`src/rtl/row_scan_seq_pkg.sv`:
```
// Shared types and row-geometry constants for the row-scan sequencer.
package scan_pkg;

    typedef enum logic [1:0] {
        IDLE,
        ACTIVE,
        BLANK
    } scan_state_t;

    localparam int ADDR_W   = 4;
    localparam int N_ROWS   = 16;
    localparam int LAST_ROW = N_ROWS - 1;

endpackage

```
`src/rtl/row_scan_seq_timer.sv`:
```
// Loadable down-counter; zero marks the final cycle of the loaded interval.
module scan_timer #(
    parameter int W = 8
) (
    input  logic         clk,
    input  logic         rst_n,
    input  logic         load,
    input  logic [W-1:0] load_val,
    output logic         zero
);

    logic [W-1:0] cnt;

    always_ff @(posedge clk or negedge rst_n) begin
        if (!rst_n) begin
            cnt <= '0;
        end else if (load) begin
            cnt <= load_val;
        end else if (cnt != '0) begin
            cnt <= cnt - 1'b1;
        end
    end

    assign zero = (cnt == '0);

endmodule

```
`src/rtl/row_scan_seq.sv`:
```
// Row-scan sequencer driving a 4-to-16 decoder: dwell per row, blanking
// between rows, single-shot or continuous, with abort and completion pulse.
module row_scan_seq
    import scan_pkg::*;
#(
    parameter int DWELL_W   = 8,
    parameter int BLANK_CYC = 1
) (
    input  logic               clk,
    input  logic               rst_n,
    input  logic               start,
    input  logic               stop,
    input  logic               mode_cont,
    input  logic [DWELL_W-1:0] dwell,
    output logic [ADDR_W-1:0]  addr,
    output logic               en,
    output logic               row_strobe,
    output logic               busy,
    output logic               done
);

    // Timer must also hold BLANK_CYC-1 (up to 14), hence at least 4 bits.
    localparam int TW = (DWELL_W > 4) ? DWELL_W : 4;
    localparam logic [TW-1:0] BLANK_LD = TW'(BLANK_CYC - 1);
    localparam logic [ADDR_W-1:0] LAST_A = ADDR_W'(LAST_ROW);

    scan_state_t        state;
    logic [DWELL_W-1:0] dwell_q;
    logic               cont_q;
    logic [DWELL_W-1:0] dwell_eff;
    logic               tmr_load;
    logic [TW-1:0]      tmr_val;
    logic               tmr_zero;

    assign dwell_eff = (dwell == '0) ? DWELL_W'(1) : dwell;

    // The timer is loaded with interval-1 so that zero flags the last cycle.
    always_comb begin
        tmr_load = 1'b0;
        tmr_val  = '0;
        case (state)
            IDLE: begin
                if (start && !stop) begin
                    tmr_load = 1'b1;
                    tmr_val  = TW'(dwell_eff) - TW'(1);
                end
            end
            ACTIVE: begin
                if (!stop && tmr_zero) begin
                    tmr_load = 1'b1;
                    tmr_val  = BLANK_LD;
                end
            end
            BLANK: begin
                if (!stop && tmr_zero && (addr != LAST_A || cont_q)) begin
                    tmr_load = 1'b1;
                    tmr_val  = TW'(dwell_q) - TW'(1);
                end
            end
            default: begin
                tmr_load = 1'b0;
                tmr_val  = '0;
            end
        endcase
    end

    scan_timer #(
        .W(TW)
    ) u_timer (
        .clk     (clk),
        .rst_n   (rst_n),
        .load    (tmr_load),
        .load_val(tmr_val),
        .zero    (tmr_zero)
    );

    always_ff @(posedge clk or negedge rst_n) begin
        if (!rst_n) begin
            state      <= IDLE;
            addr       <= '0;
            en         <= 1'b0;
            row_strobe <= 1'b0;
            busy       <= 1'b0;
            done       <= 1'b0;
            dwell_q    <= DWELL_W'(1);
            cont_q     <= 1'b0;
        end else begin
            row_strobe <= 1'b0;
            done       <= 1'b0;
            case (state)
                IDLE: begin
                    if (start && !stop) begin
                        state      <= ACTIVE;
                        dwell_q    <= dwell_eff;
                        cont_q     <= mode_cont;
                        addr       <= '0;
                        en         <= 1'b1;
                        busy       <= 1'b1;
                        row_strobe <= 1'b1;
                    end
                end
                ACTIVE: begin
                    if (stop) begin
                        state <= IDLE;
                        addr  <= '0;
                        en    <= 1'b0;
                        busy  <= 1'b0;
                    end else if (tmr_zero) begin
                        state <= BLANK;
                        en    <= 1'b0;
                    end
                end
                BLANK: begin
                    if (stop) begin
                        state <= IDLE;
                        addr  <= '0;
                        en    <= 1'b0;
                        busy  <= 1'b0;
                    end else if (tmr_zero) begin
                        if (addr == LAST_A && !cont_q) begin
                            state <= IDLE;
                            addr  <= '0;
                            busy  <= 1'b0;
                            done  <= 1'b1;
                        end else begin
                            // 4-bit increment wraps 15 -> 0 in continuous mode.
                            state      <= ACTIVE;
                            addr       <= addr + 1'b1;
                            en         <= 1'b1;
                            row_strobe <= 1'b1;
                        end
                    end
                end
                default: begin
                    state <= IDLE;
                    addr  <= '0;
                    en    <= 1'b0;
                    busy  <= 1'b0;
                end
            endcase
        end
    end

endmodule
```
`config.mk`:
```
export PLATFORM = sky130hd
export DESIGN_NAME = row_scan_seq
export DESIGN_NICKNAME = d
export VERILOG_FILES = /design/src/rtl/row_scan_seq_pkg.sv /design/src/rtl/row_scan_seq_timer.sv /design/src/rtl/row_scan_seq.sv
export SDC_FILE = /design/constraint.sdc
export NUM_CORES = 1
export LEC_CHECK = 0
export CAP_MARGIN = 10
export CORE_MARGIN = 3
export CORE_UTILIZATION = 51
export CTS_BUF_LIST = sky130_fd_sc_hd__clkbuf_8
export CTS_CLUSTER_DIAMETER = 40
export DETAILED_ROUTE_END_ITERATION = 10
export PLACE_DENSITY = 0.8
export SYNTH_ARGS = -nofsm -noshare
export SYNTH_HDL_FRONTEND = slang
export SYNTH_SLANG_ARGS = --single-unit
```
`constraint.sdc`:
```
create_clock -name clk -period 1.8 [get_ports clk]
set_input_delay 0.36 -clock clk [delete_from_list [all_inputs] [get_ports clk]]
set_output_delay 0.36 -clock clk [all_outputs]
set_load 0.02 [all_outputs]
```
# After elaboration in Yosys (flattened, before gate mapping)

Index checks and enable logic that the tools add are counted.

Register bits: 27

Add/subtract/negate cells: 4
Equal/unequal tests: 10
Multiplexer cells: 43
Reductions and logical operators: 17

Operators with widths:

| operator                                            | count |
|---|---|
| two-way mux 8 bit                                   | 5 |
| subtractor 8 x 1 -> 8 bit, second input constant    | 3 |
| two-way mux 1 bit                                   | 21 |
| two-way mux 4 bit                                   | 5 |
| logical NOT 8 bit                                   | 2 |
| one-hot mux 8 bit (2 select lines)                  | 1 |
| inequality test 3 bit, second input constant        | 4 |
| one-hot mux 4 bit (3 select lines)                  | 1 |
| two-way mux 2 bit                                   | 5 |
| one-hot mux 1 bit (3 select lines)                  | 3 |
| AND reduction 4 bit                                 | 2 |
| nonzero test 8 bit                                  | 1 |
| one-hot mux 2 bit (3 select lines)                  | 1 |
| AND reduction 3 bit                                 | 2 |
| adder 4 x 1 -> 4 bit, second input constant         | 1 |
| equality test 4 bit, second input constant          | 1 |
| logical AND 1 bit                                   | 4 |
| inequality test 2 bit, second input constant        | 2 |
| inequality test 4 bit, second input constant        | 1 |
| equality test 2 x 1 -> 1 bit, second input constant | 1 |
| equality test 2 bit, second input constant          | 1 |
| logical NOT 1 bit                                   | 2 |
| logical NOT 2 bit                                   | 1 |
| one-hot mux 1 bit (2 select lines)                  | 1 |
| 3 further kinds                                     | 3 |

# Longest topological paths before layout

Word-level depth: 6
Gate-level depth with buffers: 9
Depth with buffers taken out: 9

# Hierarchy

Synthesis repeated with hierarchy kept, for this count alone.

Cells, all modules: 193
Area, all modules: 1727.9 µm²

By module, submodules not included:

| module       | times used | cells each | area each (µm²) | seq. area each (µm²) |
|---|---|---|---|---|
| row_scan_seq | 1          | 139        | 1239.9          | 476.7 |
| scan_timer   | 1          | 54         | 488.0           | 200.2 |

# Worst setup path before layout

OpenSTA, ideal clock, no wires.

Path type: reg2reg
Start point: register u_timer.cnt[0]
End point: register u_timer.cnt[0]
Library setup time: 0.126 ns
Data arrival time: 1.768 ns
Slack: -0.094 ns
Stages on the path, launching flop included: 8
Cells stage by stage: dfrtp_1 inv_1 ha_1 nor3b_1 nand2_1 a22o_4 a21boi_1 o32a_1

Cells in the longest elaborated chain, start to end: 6
Elaborated cells between the ends (all ways): 13

Ends and longest elaborated chain:

| element                                                           | line                     | text |
|---|---|---|
| start, declared                                                   | row_scan_seq_timer.sv:12 | `logic [W-1:0] cnt;` |
| start signal, assigned                                            | row_scan_seq_timer.sv:18 | `cnt <= load_val;` |
| start signal, assigned                                            | row_scan_seq_timer.sv:20 | `cnt <= cnt - 1'b1;` |
| branches (longest 6 deep; another with subtractor 8 x 1 -> 8 bit) | -                        |  |

Several ways; the timed one is not identified. The select of a mux whose other input is x is not followed.
A chain may end at the register's enable or synchronous reset.

# Worst setup path after layout

Start point: input port dwell[7]
End point: register u_timer.cnt[2]

Cells in the longest elaborated chain, start to end: 6

Ends and longest elaborated chain:

| element                            | line                     | text |
|---|---|---|
| start, declared                    | row_scan_seq.sv:14       | `input logic [DWELL_W-1:0] dwell,` |
| logical NOT 8 bit                  | row_scan_seq.sv:35       | `assign dwell_eff = (dwell == '0) ? DWELL_W'(1) : dwell;` |
| two-way mux 8 bit                  | row_scan_seq.sv:35       |  |
| subtractor 8 x 1 -> 8 bit          | row_scan_seq.sv:45       | `tmr_val = TW'(dwell_eff) - TW'(1);` |
| two-way mux 8 bit                  | row_scan_seq.sv:43       | `if (start && !stop) begin` |
| one-hot mux 8 bit (2 select lines) | row_scan_seq.sv:41       | `case (state)` |
| two-way mux 8 bit                  | row_scan_seq_timer.sv:17 | `end else if (load) begin` |

No other way between the ends.

==> flow_metrics.py <==
metrics = {
    "cells_and_area": {
        "layout.nets": 271,
        "layout-drive-gt1-share": 0.368,
        "mostFrequentLayoutCell": "buf_4",
        "num-fill-cells": 156,
        "layout_common_cells": "buf_4 (49), nand2_1 (37), dfrtp_1 (24)",
        "antenna_cells": 0,
        "syn_to_final_growth_pct": 51.1,
        "final_core_util": 0.842,
    },
    "synthesis": {
        "syn_inst": 184,
        "avgSynthCellArea_um2": 8.71,
        "ys_warn_count": 0,
        "syn_area_um2": 1600,
        "synth-seq-area-share": 0.422,
        "synth_seq_cells": 27,
        "synthDistinctLibCells": 42,
        "synth_nets": 201,
    },
    "global_routing": {
        "grt_max_degree": 28,
        "grtUsageTotal": 0.254,
        "grt_pass1_vias": 1614,
        "grt_pass1_wl_um": 7120,
        "overflow": 0,
        "antenna_found_initial": 0,
    },
    "outcome": {
        "violations": "negative setup slack",
        "outcome": "finished with violations",
    },
    "timing": {
        "slew_headroom": 0.753,
        "rsz0062_at_grt": "yes",
        "min_period_over_period": 1.04,
        "clock.fmax_mhz": 536,
        "fin_tns_setup_ns": -0.0932,
        "skew_ns": 0.00624,
        "maxSlewViolCount": 0,
        "fin_crit_ns": 1.87,
        "worst_pin_slew_ns": 0.371,
        "hold_viol": 0,
        "postLayoutSetupSlackWorst_ns": -0.0653,
        "finalSetupViolations": 2,
    },
    "die": {
        "die_w_um": 62.1,
        "start_util": 0.557,
        "die_area_um2": 3850,
        "die_y_um": 62.1,
        "num_rows": 19,
        "boundaryPins": 21,
        "core_um2": 2880,
    },
    "clock_tree": {
        "cts.sinks": 27,
        "cts_root_buffer": "clkbuf_8",
        "clkLatencyLatePin_ns": 0.28,
        "numCtsBuffers": 3,
        "cts_max_path_buffers": 2,
        "cts_tree": "yes",
        "htreeDepth": 1,
        "clk_pin_slew_ns": 0.09,
    },
    "detailed_routing": {
        "drc": 0,
        "wl_um": 5020,
        "vias": 1728,
        "viasPerCell": 5.86,
        "avgRoutedWirePerCell_um": 17.0,
        "drtPass1Iterations": 5,
        "drt_iter0_drc": 128,
        "ant_nets": 0,
    },
    "power": {
        "powerDensity_nw_per_um2": 971,
        "peakVddDrop_v": 0.000926,
        "clkPwrFrac": 0.150,
        "leakage_nw": 1.13,
        "swShare": 0.366,
        "p_switching_mw": 0.861,
        "p_int_mw": 1.49,
        "p_seq_frac": 0.397,
        "combPwrFrac": 0.454,
    },
    "setup_path": {
        "path_class": "in2reg",
        "cp-startpoint": "dwell[7]",
        "critPathLaunchType": "input port",
        "reg2reg_depth": 7,
        "crit_arrival_ns": 2.03,
        "r2r-end": "u_timer.cnt[5]",
        "crit_end": "u_timer.cnt[2]",
        "critPathMaxFanout": 3,
        "r2r-start": "u_timer.cnt[1]",
        "crit_required_ns": 1.96,
        "cp-end-kind": "flop",
        "rrSetupSlack_ns": -0.03,
    },
    "placed_design": {
        "dp_hpwl_um": 3250,
        "gp_congestion": 0.938,
        "port_buffers": 20,
    },
    "job": {
        "drv_cap": 0,
    },
    "hold_path": {
        "worstHoldPathType": "in2async",
    },
}
## per-stage QoR
stage | power [mW] | worst slack, ns | cell area, um2 | hold slack, ns | cells
floorplan | 1.35 | -0.00185 | 1610 | 0.0644 | 184
global placement | 1.68 | -0.468 | 2150 | 0.465 | 282
detailed placement | 1.73 | -0.581 | 2150 | 0.485 | 282
CTS | 2.18 | -0.0766 | 2290 | 0.454 | 289
global route | 2.49 | -0.166 | 2420 | 0.461 | 295
finish | 2.35 | -0.0653 | 2420 | 0.435 | 295
## area by class of cell
| class | count | area (um2) | area share |
|---|---|---|---|
| clock buffer | 3 | 41.3 | 0.0171 |
| inverter | 10 | 37.5 | 0.0155 |
| sequential | 27 | 679 | 0.281 |
| multi-input combinational | 141 | 1020 | 0.422 |
| clock inverter | 1 | 3.75 | 0.00155 |
| tap | 42 | 52.6 | 0.0217 |
| timing repair buffer | 71 | 584 | 0.241 |
## Yosys cell counts
library cell | count | area share
o31ai_1 | 2 | 0.0094
o32a_1 | 1 | 0.0062
dfstp_2 | 1 | 0.016
or3_4 | 1 | 0.0070
nand2b_4 | 1 | 0.0086
and3_1 | 2 | 0.0078
a2bb2oi_1 | 2 | 0.011
a21o_1 | 1 | 0.0047
mux2_1 | 1 | 0.0070
nor4_2 | 1 | 0.0078
nand3_1 | 3 | 0.0094
a22oi_1 | 3 | 0.014
or3b_2 | 1 | 0.0055
nor3_1 | 3 | 0.0094
xnor2_1 | 6 | 0.033
clkbuf_1 | 3 | 0.0070
buf_2 | 2 | 0.0062
buf_6 | 1 | 0.0070
a32o_1 | 1 | 0.0062
ha_1 | 4 | 0.031
nand2_1 | 40 | 0.094
dfrtp_1 | 26 | 0.41
nor4_1 | 3 | 0.012
a222oi_1 | 2 | 0.012
o41ai_1 | 2 | 0.011
and2_1 | 1 | 0.0039
a21boi_0 | 1 | 0.0047
o311ai_0 | 1 | 0.0055
o221ai_1 | 1 | 0.0055
a21oi_1 | 8 | 0.025
a22o_4 | 1 | 0.011
inv_1 | 10 | 0.023
xor2_1 | 7 | 0.038
a21boi_1 | 1 | 0.0047
nor2_1 | 18 | 0.042
o22ai_1 | 2 | 0.0078
nor3b_2 | 1 | 0.0078
or4_1 | 3 | 0.014
nor3b_1 | 1 | 0.0047
nand4b_1 | 1 | 0.0055
or3_1 | 4 | 0.016
o21ai_0 | 10 | 0.031
## power groups by stage
stage	Combinational (mW)	Clock, mW	Sequential (mW)
5_1_grt	1.15	0.374	0.957
3_3_place_gp	0.796	0	0.886
6_report	1.07	0.352	0.933
4_1_cts	0.916	0.351	0.910
3_5_place_dp	0.833	0	0.900
2_1_floorplan	0.440	0	0.912
## cells by family after synthesis
family          count (synthesis)  synth area share
flops                          27             0.422
mux                             1           0.00703
compound gates                 39             0.170
buf+inv                        16            0.0437
fa+ha+maj                       4            0.0312
xor+xnor                       13            0.0710
simple gates                   84             0.254
## sequential cells by signal, summed over array words and instances, names as in the netlist
signal and cells:
en 1, cont_q 1, row_strobe 1, busy 1
dwell_q 8, done 1, u_timer.cnt 8, state 2
addr 4
## how the worst min path moves through the flow
| stage | endpoint | slack (ns) | cells past startpoint |
|---|---|---|---|
| 2_1_floorplan | addr[0] | 0.06 | 0 |
| 4_1_cts | dwell_q[3] | 0.45 | 2 |
| 5_1_grt | addr[0] | 0.46 | 2 |
| 3_5_place_dp | cont_q | 0.48 | 2 |
| 3_3_place_gp | cont_q | 0.46 | 2 |
| 6_report | state[1] | 0.44 | 2 |
## worst max-delay path: stages
cell           delay, ns
dlygate4sd2_1       0.26
nor2_2              0.18
nand2_2             0.10
nor4_4              0.17
nor2_1              0.10
ha_2                0.20
xor2_1              0.15
a222oi_1            0.41
nor2_1              0.09
## per-layer routing
layer,global-route usage,wire (um)
met4,0.0727,155
met1,0.312,2010
met5,0,0
met3,0.0413,349
met2,0.454,2500
## timing repair
action | 4_1_cts | 5_1_grt
pin swaps | 18 | 14
gates resized for setup | 28 | 22
setup endpoints to repair | 13 | 12
hold buffers | 0 | 0
buffers inserted | 4 | 6
No activity file was read; power rests on OpenSTA's default activity.
